[src/rtl/conv_sched_if.sv]
// Signal bundle between the convolution scheduler and the input memory, the MAC lanes and the load controller.
interface conv_sched_if #(
  parameter int R    = 15,
  parameter int C    = 13,
  parameter int MAXK = 7
);
  localparam int K_BITS      = $clog2(MAXK + 1);
  localparam int X_ADDR_BITS = $clog2(R * C);
  localparam int W_ADDR_BITS = $clog2(MAXK * MAXK);

  logic                   inputs_loaded;
  logic [K_BITS-1:0]      K;
  logic                   out_ready;
  logic                   compute_finished;
  logic [X_ADDR_BITS-1:0] X_read_addr_0;
  logic [X_ADDR_BITS-1:0] X_read_addr_1;
  logic [X_ADDR_BITS-1:0] X_read_addr_2;
  logic [X_ADDR_BITS-1:0] X_read_addr_3;
  logic [W_ADDR_BITS-1:0] W_read_addr_0;
  logic [W_ADDR_BITS-1:0] W_read_addr_1;
  logic [W_ADDR_BITS-1:0] W_read_addr_2;
  logic [W_ADDR_BITS-1:0] W_read_addr_3;
  logic                   mac_en;
  logic                   mac_first;
  logic                   mac_last;
  logic [3:0]             lane_valid;

  modport master (
    input  inputs_loaded, K, out_ready,
    output compute_finished,
    output X_read_addr_0, X_read_addr_1, X_read_addr_2, X_read_addr_3,
    output W_read_addr_0, W_read_addr_1, W_read_addr_2, W_read_addr_3,
    output mac_en, mac_first, mac_last, lane_valid
  );

  modport slave (
    output inputs_loaded, K, out_ready,
    input  compute_finished,
    input  X_read_addr_0, X_read_addr_1, X_read_addr_2, X_read_addr_3,
    input  W_read_addr_0, W_read_addr_1, W_read_addr_2, W_read_addr_3,
    input  mac_en, mac_first, mac_last, lane_valid
  );
endinterface

[src/rtl/conv_sched.sv]
// Convolution compute scheduler: walks output positions four at a time, issues
// X/W read addresses every cycle and emits MAC strobes aligned to the read data.
module conv_sched #(
  parameter int R    = 15,
  parameter int C    = 13,
  parameter int MAXK = 7
) (
  input  logic         clk,
  input  logic         reset,
  conv_sched_if.master bus
);
  localparam int KB = $clog2(MAXK + 1);
  localparam int XW = $clog2(R * C);
  localparam int WW = $clog2(MAXK * MAXK);
  localparam int NW = XW + 1;
  localparam int CW = $clog2(C + 1);
  localparam int RW = $clog2(R + 1);

  typedef enum logic [2:0] {S_IDLE, S_SETUP, S_ISSUE, S_DRAIN, S_DONE} state_e;

  // A lane position: output column plus the matching top-left X address.
  typedef struct packed {
    logic [CW-1:0] col;
    logic [XW-1:0] base;
  } pos_t;

  // One row-major step over the OR x OC output grid; wrapping a row skips K-1 input columns.
  function automatic pos_t step(input pos_t p, input logic [CW-1:0] oc, input logic [KB-1:0] k);
    pos_t          r;
    logic [CW-1:0] nc;
    nc = p.col + CW'(1);
    if (nc == oc) begin
      r.col  = '0;
      r.base = p.base + XW'(k);
    end else begin
      r.col  = nc;
      r.base = p.base + XW'(1);
    end
    return r;
  endfunction

  state_e          state_q, state_d;
  logic            armed_q, armed_d;
  logic [KB-1:0]   k_q, k_d;
  logic [CW-1:0]   oc_q, oc_d;
  logic [NW-1:0]   n_q, n_d;
  logic [NW-1:0]   grp_q, grp_d;
  logic [WW-1:0]   t_q, t_d;
  logic [WW-1:0]   tmax_q, tmax_d;
  logic [KB-1:0]   wc_q, wc_d;
  logic [XW-1:0]   toff_q, toff_d;
  pos_t [3:0]      pos_q, pos_d;
  logic            mac_en_q, mac_first_q, mac_last_q;
  logic [3:0]      lane_valid_q;

  logic            issue, last_tap, last_grp, k_ok;
  logic [3:0]      lane_ok;
  logic [CW-1:0]   oc_s;
  logic [RW-1:0]   or_s;
  logic [WW-1:0]   tmax_s;

  assign k_ok     = (bus.K != '0) && (int'(bus.K) <= R) && (int'(bus.K) <= C);
  assign oc_s     = CW'(C) - CW'(bus.K) + CW'(1);
  assign or_s     = RW'(R) - RW'(bus.K) + RW'(1);
  assign tmax_s   = WW'(bus.K) * WW'(bus.K) - WW'(1);
  assign last_tap = (t_q == tmax_q);
  assign last_grp = (grp_q + NW'(4)) >= n_q;
  // A group may only start with downstream room; once started it runs to its last tap.
  assign issue    = (state_q == S_ISSUE) && ((t_q != '0) || bus.out_ready);

  always_comb begin
    lane_ok = '0;
    for (int i = 0; i < 4; i++) lane_ok[i] = (grp_q + NW'(i)) < n_q;
  end

  // NOTE: every next-state variable gets its hold value first, so no path leaves one unassigned and no latch is inferred.
  always_comb begin
    pos_t p;
    state_d = state_q;
    armed_d = armed_q;
    k_d     = k_q;
    oc_d    = oc_q;
    n_d     = n_q;
    grp_d   = grp_q;
    t_d     = t_q;
    tmax_d  = tmax_q;
    wc_d    = wc_q;
    toff_d  = toff_q;
    pos_d   = pos_q;
    p       = '0;
    case (state_q)
      S_IDLE: begin
        if (!bus.inputs_loaded) begin
          armed_d = 1'b1;
        end else if (armed_q) begin
          armed_d = 1'b0;
          state_d = S_SETUP;
        end
      end
      S_SETUP: begin
        k_d    = bus.K;
        oc_d   = oc_s;
        n_d    = NW'(or_s) * NW'(oc_s);
        tmax_d = tmax_s;
        grp_d  = '0;
        t_d    = '0;
        wc_d   = '0;
        toff_d = '0;
        for (int i = 0; i < 4; i++) begin
          pos_d[i] = p;
          p = step(p, oc_s, bus.K);
        end
        state_d = k_ok ? S_ISSUE : S_DONE;
      end
      S_ISSUE: begin
        if (issue) begin
          if (last_tap) begin
            t_d    = '0;
            wc_d   = '0;
            toff_d = '0;
            if (last_grp) begin
              state_d = S_DRAIN;
            end else begin
              grp_d = grp_q + NW'(4);
              for (int i = 0; i < 4; i++) begin
                p = pos_q[i];
                for (int j = 0; j < 4; j++) p = step(p, oc_q, k_q);
                pos_d[i] = p;
              end
            end
          end else begin
            t_d = t_q + WW'(1);
            if (wc_q == k_q - KB'(1)) begin
              wc_d   = '0;
              toff_d = toff_q + XW'(oc_q);
            end else begin
              wc_d   = wc_q + KB'(1);
              toff_d = toff_q + XW'(1);
            end
          end
        end
      end
      S_DRAIN: state_d = S_DONE;
      S_DONE:  state_d = S_IDLE;
      default: state_d = S_IDLE;
    endcase
  end

  // NOTE: reset clears every register, including the lane position array; it is only four entries, not a memory.
  always_ff @(posedge clk) begin
    if (reset) begin
      state_q      <= S_IDLE;
      armed_q      <= 1'b1;
      k_q          <= '0;
      oc_q         <= '0;
      n_q          <= '0;
      grp_q        <= '0;
      t_q          <= '0;
      tmax_q       <= '0;
      wc_q         <= '0;
      toff_q       <= '0;
      pos_q        <= '0;
      mac_en_q     <= 1'b0;
      mac_first_q  <= 1'b0;
      mac_last_q   <= 1'b0;
      lane_valid_q <= '0;
    end else begin
      // NOTE: non-blocking assignments so every register samples pre-edge values regardless of statement order.
      state_q      <= state_d;
      armed_q      <= armed_d;
      k_q          <= k_d;
      oc_q         <= oc_d;
      n_q          <= n_d;
      grp_q        <= grp_d;
      t_q          <= t_d;
      tmax_q       <= tmax_d;
      wc_q         <= wc_d;
      toff_q       <= toff_d;
      pos_q        <= pos_d;
      mac_en_q     <= issue;
      mac_first_q  <= issue && (t_q == '0);
      mac_last_q   <= issue && last_tap;
      lane_valid_q <= issue ? lane_ok : 4'b0000;
    end
  end

  assign bus.X_read_addr_0    = (issue && lane_ok[0]) ? pos_q[0].base + toff_q : '0;
  assign bus.X_read_addr_1    = (issue && lane_ok[1]) ? pos_q[1].base + toff_q : '0;
  assign bus.X_read_addr_2    = (issue && lane_ok[2]) ? pos_q[2].base + toff_q : '0;
  assign bus.X_read_addr_3    = (issue && lane_ok[3]) ? pos_q[3].base + toff_q : '0;
  assign bus.W_read_addr_0    = issue ? t_q : '0;
  assign bus.W_read_addr_1    = issue ? t_q : '0;
  assign bus.W_read_addr_2    = issue ? t_q : '0;
  assign bus.W_read_addr_3    = issue ? t_q : '0;
  assign bus.mac_en           = mac_en_q;
  assign bus.mac_first        = mac_first_q;
  assign bus.mac_last         = mac_last_q;
  assign bus.lane_valid       = lane_valid_q;
  assign bus.compute_finished = (state_q == S_DONE);
endmodule

[src/flat_wrapper.sv]
// flat-port wrapper written by rule: the top's interface ports become plain ports
module conv_sched_flat 
#(
  parameter int R    = 15,
  parameter int C    = 13,
  parameter int MAXK = 7
)
  (clk, reset, bus_inputs_loaded, bus_K, bus_out_ready, bus_compute_finished, bus_X_read_addr_0, bus_X_read_addr_1, bus_X_read_addr_2, bus_X_read_addr_3, bus_W_read_addr_0, bus_W_read_addr_1, bus_W_read_addr_2, bus_W_read_addr_3, bus_mac_en, bus_mac_first, bus_mac_last, bus_lane_valid);
  conv_sched_if #(.R(R), .C(C), .MAXK(MAXK)) bus_i ();
  input  logic clk;
  input  logic reset;
  input wire logic [$bits(bus_i.inputs_loaded)-1:0] bus_inputs_loaded;
  input wire logic [$bits(bus_i.K)-1:0] bus_K;
  input wire logic [$bits(bus_i.out_ready)-1:0] bus_out_ready;
  output wire logic [$bits(bus_i.compute_finished)-1:0] bus_compute_finished;
  output wire logic [$bits(bus_i.X_read_addr_0)-1:0] bus_X_read_addr_0;
  output wire logic [$bits(bus_i.X_read_addr_1)-1:0] bus_X_read_addr_1;
  output wire logic [$bits(bus_i.X_read_addr_2)-1:0] bus_X_read_addr_2;
  output wire logic [$bits(bus_i.X_read_addr_3)-1:0] bus_X_read_addr_3;
  output wire logic [$bits(bus_i.W_read_addr_0)-1:0] bus_W_read_addr_0;
  output wire logic [$bits(bus_i.W_read_addr_1)-1:0] bus_W_read_addr_1;
  output wire logic [$bits(bus_i.W_read_addr_2)-1:0] bus_W_read_addr_2;
  output wire logic [$bits(bus_i.W_read_addr_3)-1:0] bus_W_read_addr_3;
  output wire logic [$bits(bus_i.mac_en)-1:0] bus_mac_en;
  output wire logic [$bits(bus_i.mac_first)-1:0] bus_mac_first;
  output wire logic [$bits(bus_i.mac_last)-1:0] bus_mac_last;
  output wire logic [$bits(bus_i.lane_valid)-1:0] bus_lane_valid;
  assign bus_i.inputs_loaded = bus_inputs_loaded;
  assign bus_i.K = bus_K;
  assign bus_i.out_ready = bus_out_ready;
  assign bus_compute_finished = bus_i.compute_finished;
  assign bus_X_read_addr_0 = bus_i.X_read_addr_0;
  assign bus_X_read_addr_1 = bus_i.X_read_addr_1;
  assign bus_X_read_addr_2 = bus_i.X_read_addr_2;
  assign bus_X_read_addr_3 = bus_i.X_read_addr_3;
  assign bus_W_read_addr_0 = bus_i.W_read_addr_0;
  assign bus_W_read_addr_1 = bus_i.W_read_addr_1;
  assign bus_W_read_addr_2 = bus_i.W_read_addr_2;
  assign bus_W_read_addr_3 = bus_i.W_read_addr_3;
  assign bus_mac_en = bus_i.mac_en;
  assign bus_mac_first = bus_i.mac_first;
  assign bus_mac_last = bus_i.mac_last;
  assign bus_lane_valid = bus_i.lane_valid;
  conv_sched #(.R(R), .C(C), .MAXK(MAXK)) u_core (.clk(clk), .reset(reset), .bus(bus_i));
endmodule
[config.mk]
export PLATFORM = sky130hd
export DESIGN_NAME = conv_sched_flat
export DESIGN_NICKNAME = d
export VERILOG_FILES = /design/src/rtl/conv_sched_if.sv /design/src/rtl/conv_sched.sv /design/src/flat_wrapper.sv
export SDC_FILE = /design/constraint.sdc
export NUM_CORES = 1
export LEC_CHECK = 0
export ABC_AREA = 1
export BUFFER_PORTS_ARGS = -buffer_cell sky130_fd_sc_hd__buf_2
export CORE_MARGIN = 8
export CORE_UTILIZATION = 35
export CTS_BUF_LIST = sky130_fd_sc_hd__clkbuf_8
export DETAILED_ROUTE_END_ITERATION = 8
export PLACE_DENSITY = 0.54
export RECOVER_POWER = 100
export SETUP_SLACK_MARGIN = 0.3
export SKIP_CTS_REPAIR_TIMING = 1
export SYNTH_ARGS = -nofsm -noshare
export SYNTH_HDL_FRONTEND = slang
export SYNTH_SLANG_ARGS = --single-unit
[constraint.sdc]
create_clock -name clk -period 9.9 [get_ports clk]
set_clock_uncertainty 0.05 [all_clocks]
set_input_delay 0.99 -clock clk [delete_from_list [all_inputs] [get_ports clk]]
set_output_delay 0.99 -clock clk [all_outputs]
set_load 0.01 [all_outputs]
==> run metrics, run 1 <==
deepest level of the CTS H-tree 3; die span in y slightly above 200 um; Layout fillers approximately 3800; Worst-Margin Slew roughly 3.3 ns; clk_lat worst skew 0.42 ns; Avg Inst Size Synth 6.334 um^2; Final GP Congestion between 0.8 and 0.9; antenna diode count 0; RSZ-0062 raised after global routing false; run status complete, but fails checks; Min-Delay Path Class reg2reg; Die W around 200 um; Worst Setup SP u_core.k_q[0]$_SDFFE_PP0P_; final setup violation count 0; area of the multi-input gates 8643 um^2; global-route wire length before repair around 58000 um; row count 68; Async SR Flop Fraction 0%; max-slew violations 110; Vias/cell between 4 and 5; IO buf count 70; post-synth top area cell dfxtp_1; Startpoint Class flip-flop; drt wl/cell 14.21 um; fin area around 13000 um^2; Sink Count a little over 100; Seq/Total Area, Yosys between 10% and 20%; Clock Tree Buf Depth 2; vias in the first global route roughly 12000; #FFs+latches synth approximately 100; Crit path largest cell delay 0.78 ns; Yosys cell types 50; drt drc 0; EDFF count, synth 0; failing checks capacitance limit, slew limit; CP Max Fanout 26; fin crit share about 78%; initial antenna violation count 0; WP buf/inv 8; Worst R2R End u_core.pos_q[42]$_SDFFE_PP0P_; Post-synth top cells nand2_1, inv_1, nor2_1, ha_1, a21oi_1; root buf cell clkbuf_8; Yosys top cell area share about 16%; share of layout cells above drive strength 1 approximately 4.1%; Num CTS Buffers 9; Area contributors post-synth dfxtp_1, ha_1, nand2_1; Crit-path slowest cell inv_1; aggregate routed wire length 34540 um; Final ANT Viol Nets 0; Layout area overhead 4.880%; hold_sp u_core.n_q[6]$_SDFFE_PP0P_; warnings from Yosys 0; grt total ovfl 0; CTS tree done; critical path type reg2reg; Hold WS about 0.42 ns; Syn Inst Count ~1900; crit end category flip-flop; Setup TNS Final 0 ns; nets@finish around 2200; Starting DRT DRC Count 545; CP top delay family simple AND/OR/NAND/NOR gates; storage element area roughly 2000 um^2; CP arrival 7.84 ns; Crit path top cell by count nand2_1; ys flop type dfxtp_1; 1st-pass router iterations 5; largest net degree at the start of global routing between 50 and 60; top-count cell post-synth nand2_1; slew margin rel. -117.6%; Fin. Hold Viols 0; Ports 71; WP data required 10.03 ns; Hold Path Sink u_core.n_q[6]$_SDFFE_PP0P_; flop-to-flop setup slack roughly 2.2 ns; cell area after synthesis 12310 um^2; DP HPWL ~27000 um; dpl cell area approximately 13000 um^2; Tmin final about 7.7 ns; hold path cells 2; Max Cap Violations 2; Initial Util a little over a third; Worst R2R Path Depth 43; core area 34630 um^2; vias 11930; fmax between 0.1 and 0.15 GHz; GRT Total Usage 16.89%; area of the die between 40000 and 50000 um^2; Clock Pin Slew Worst Setup and Hold Paths approximately 0.13 ns; Critical R2R Launch u_core.k_q[0]$_SDFFE_PP0P_
## worst register-to-register path: cells and delay by family (launching register included)
kind | cells | cell delay, ns
AO/OA/AOI/OAI | 4 | 0.52
XOR/XNOR | 2 | 0.25
adder cells (fa/ha/maj) | 4 | 1.29
buffers and inverters | 8 | 1.44
flip-flops | 1 | 0.51
AND/OR/NAND/NOR | 25 | 3.41
## cell type report
| type | count | area share (%) |
|---|---|---|
| Clock buffer | 9 | 0.9597 |
| Clock inverter | 7 | 0.6689 |
| Multi-Input combinational cell | 1478 | 66.96 |
| Tap cell | 455 | 4.411 |
| Inverter | 298 | 8.686 |
| Timing Repair Buffer | 83 | 2.646 |
| Sequential cell | 101 | 15.66 |
## layer usage
| layer | wire length, um | vias up | global-route usage [%] |
|---|---|---|---|
| li1 | - | 6258 | - |
| met2 | 16600 | 146 | 30.66 |
| met1 | 16080 | 5476 | 20.37 |
| met4 | 950 | 0 | 5.361 |
| met5 | 0 | - | 0 |
| met3 | 909 | 47 | 2.142 |
## logic make-up after synthesis
kind of cell / count (synthesis) / share of synthesized area, %
other: 2 / 0.06102
DFF: 101 / 16.43
AOI/OAI and AO/OA: 280 / 12.60
adders and majority gates: 175 / 19.44
xor gates and xnor gates: 84 / 6.090
buffers and inverters: 365 / 12.65
and+or+nand+nor: 936 / 32.74
## through the flow
stage / instances / setup WS [ns] / utilization, %
global route: 2431 / 1.334 / 37.27
CTS: 2431 / 3.157 / 37.85
global placement: 2415 / 3.238 / 37.24
finish: 2431 / 2.189 / 37.27
detailed placement: 2415 / 3.166 / 37.24
floorplan: 1944 / 4.415 / -
## sequential cells by signal, summed over array words and instances (netlist names)
signal,flops
u_core.tmax_q,5
u_core.n_q,7
u_core.bus.mac_last,1
u_core.pos_q,48
u_core.grp_q,7
u_core.toff_q,8
u_core.wc_q,3
u_core.k_q,3
u_core.bus.mac_first,1
u_core.oc_q,3
u_core.bus.lane_valid,4
u_core.armed_q,1
u_core.t_q,6
u_core.state_q,3
u_core.bus.mac_en,1
## worst max-delay path by stage
stage	endpoint	slack, ns	depth (start not counted)
after floorplan	u_core.pos_q[42]$_SDFFE_PP0P_	4.42	43
after global placement	u_core.pos_q[42]$_SDFFE_PP0P_	3.24	43
after detailed placement	u_core.pos_q[42]$_SDFFE_PP0P_	3.17	43
after CTS	u_core.pos_q[42]$_SDFFE_PP0P_	3.16	43
after global routing	u_core.pos_q[42]$_SDFFE_PP0P_	1.33	45
final	u_core.pos_q[42]$_SDFFE_PP0P_	2.19	43
## placed cells by master, fill, tap and decap left out, drive strengths merged, types with 18 or more instances in the layout
cell type,n
dfxtp,101
xor2,54
nor3,43
fa,27
a31oi,22
inv,296
a21oi,150
nor2,274
or2,18
nand2,461
nand3,99
nand4,22
o21ai,67
ha,148
clkbuf,80
xnor2,29
Power of run 1 is left out: the tool's default activity adds up to more than one toggle a clock period on the data nets, which glitch-free logic cannot reach.
==> run 2: changes to the inputs <==
==> constraint.sdc (replaced) <==
create_clock -name clk -period 7.4 [get_ports clk]
set_clock_uncertainty 0.05 [all_clocks]
set_input_delay 0.74 -clock clk [delete_from_list [all_inputs] [get_ports clk]]
set_output_delay 0.74 -clock clk [all_outputs]
set_load 0.01 [all_outputs]
==> run 2 against run 1 <==
The flow still finishes with violations (capacitance limit, slew limit). Count of clock-buffer cells in the layout rose by 2. Cell count up 0.16%. Critical path depth did not move. Worst setup slack got worse by 1.4 ns. Global-route usage fell by 0.33 points. Utilization rose by 0.13 points. Sequential share of layout area fell by 0.054 points. Flip-flop and latch count unchanged.
==> run metrics, run 2 (synthesis gave the netlist of run 1 again) <==
vias 11930 (about the same); share of layout cells above drive strength 1 4.848% (was 4.150%); failing checks capacitance limit, slew limit (unchanged); Min-Delay Path Class reg2reg (unchanged); CP top delay family simple AND/OR/NAND/NOR gates (unchanged); Vias/cell 4.901 (was 4.906); CP arrival 6.72 ns (was 7.84 ns); largest net degree at the start of global routing 59 (unchanged); fin crit share 89.15% (was 77.89%); final setup violation count 0 (unchanged); Clock Pin Slew Worst Setup and Hold Paths 0.12 ns (was 0.13 ns); Worst-Margin Slew 3.156 ns (was 3.265 ns); Most flops, register u_core.pos_q (unchanged); global-route wire length before repair 56660 um (was 57560 um); aggregate routed wire length 34200 um (was 34540 um); DP HPWL 26750 um (was 26560 um); Largest register FFs 48 (unchanged); Starting DRT DRC Count 574 (was 545); area of the multi-input gates 8675 um^2 (was 8643 um^2); WP buf/inv 8 (unchanged); GRT Total Usage 16.56% (was 16.89%); Ports 71 (unchanged); Crit-path slowest cell dfxtp_1 (was inv_1); IO buf count 70 (unchanged); clk_lat worst skew 0.42 ns (about the same); RSZ-0062 raised after global routing false (unchanged); grt total ovfl 0 (unchanged); CTS tree done (unchanged); storage element area 2022 um^2 (unchanged); Setup TNS Final 0 ns (unchanged); largest registers u_core.pos_q x48, u_core.toff_q x8 (unchanged); WP data required 7.53 ns (was 10.03 ns); CP Max Fanout 10 (was 26); Sink Count 101 (unchanged); Final GP Congestion 0.8426 (was 0.8370); Layout fillers 3797 (was 3845); initial antenna violation count 0 (unchanged); critical path type reg2reg (unchanged); max-slew violations 115 (was 110); Crit path largest cell delay 0.42 ns (was 0.78 ns); 1st-pass router iterations 5 (unchanged); fmax 0.1516 GHz (was 0.1297 GHz); nets@finish 2157 (was 2153); Die W 203.5 um (unchanged); most common cell after layout, fill and taps aside nand2_1 (unchanged); Final ANT Viol Nets 0 (unchanged); Initial Util 35.54% (unchanged); Layout area overhead 5.246% (was 4.880%); Tmin final 6.597 ns (was 7.711 ns); root buf cell clkbuf_8 (unchanged); Startpoint Class flip-flop (unchanged); vias in the first global route 11740 (was 11950); drt wl/cell 14.05 um (was 14.21 um); antenna diode count 0 (unchanged); die span in y 203.5 um (unchanged); Max Cap Violations 3 (was 2); Clock Tree Buf Depth 2 (unchanged); Num CTS Buffers 9 (unchanged); deepest level of the CTS H-tree 3 (unchanged); run status complete, but fails checks (unchanged); drt drc 0 (unchanged); core area 34630 um^2 (unchanged); most frequent cells in the layout nand2_1, inv_1, nor2_1 (unchanged); area of the die 41420 um^2 (unchanged); Fin. Hold Viols 0 (unchanged); crit end category flip-flop (unchanged); row count 68 (unchanged); slew margin rel. -110.4% (was -117.6%)
==> run 2: worst register-to-register path, delay by kind of cell, from the launching register on <==
family / cells / cell delay [ns]
simple gates: 24 / 2.77
fa+ha+maj: 5 / 1.71
buf+inv: 8 / 0.68
compound gates: 4 / 0.50
flops: 1 / 0.42
xor+xnor: 2 / 0.25
==> run 2: layer usage <==
layer | GRT usage, % | vias up | wire, um
met4 | 3.393 | 0 | 413
met3 | 2.063 | 31 | 1021
met5 | 0 | - | 0
li1 | - | 6261 | -
met2 | 31.00 | 143 | 17070
met1 | 19.94 | 5498 | 15700
==> run 2: path summary, 6_finish.rpt <==
check | start | to | slack [ns] | cells past startpoint
setup / recovery | u_core.pos_q[44]$_SDFFE_PP0P_ | u_core.pos_q[42]$_SDFFE_PP0P_ | 0.80 | 43
hold / removal | u_core.tmax_q[2]$_SDFFE_PP0P_ | u_core.tmax_q[2]$_SDFFE_PP0P_ | 0.43 | 2
setup reg to reg | u_core.pos_q[44]$_SDFFE_PP0P_ | u_core.pos_q[42]$_SDFFE_PP0P_ | 0.80 | 43
hold reg to reg | u_core.tmax_q[2]$_SDFFE_PP0P_ | u_core.tmax_q[2]$_SDFFE_PP0P_ | 0.43 | 2
==> run 2: stage by stage <==
| stage | util, % | hold WS (ns) | worst slack (ns) | area, um^2 | std cells |
|---|---|---|---|---|---|
| 2_1_floorplan | - | 0.3951 | 1.915 | 12310 | 1944 |
| 3_3_place_gp | 37.32 | 0.4205 | 1.143 | 12920 | 2419 |
| 3_5_place_dp | 37.32 | 0.4197 | 1.063 | 12920 | 2419 |
| 4_1_cts | 37.90 | 0.4378 | 1.047 | 13120 | 2435 |
| 5_1_grt | 37.40 | 0.4708 | 0.2140 | 12950 | 2435 |
| 6_report | 37.40 | 0.4326 | 0.8030 | 12950 | 2435 |
==> run 2: cell type report <==
cell class	instances	share of cell area [%]
tap	455	4.395
inverter	298	8.655
timing repair buffer	87	2.840
clock inverter	5	0.3574
sequential	101	15.61
multi-input combinational	1478	66.97
clock buffer	11	1.169
Power of run 2 is left out for the same reason.
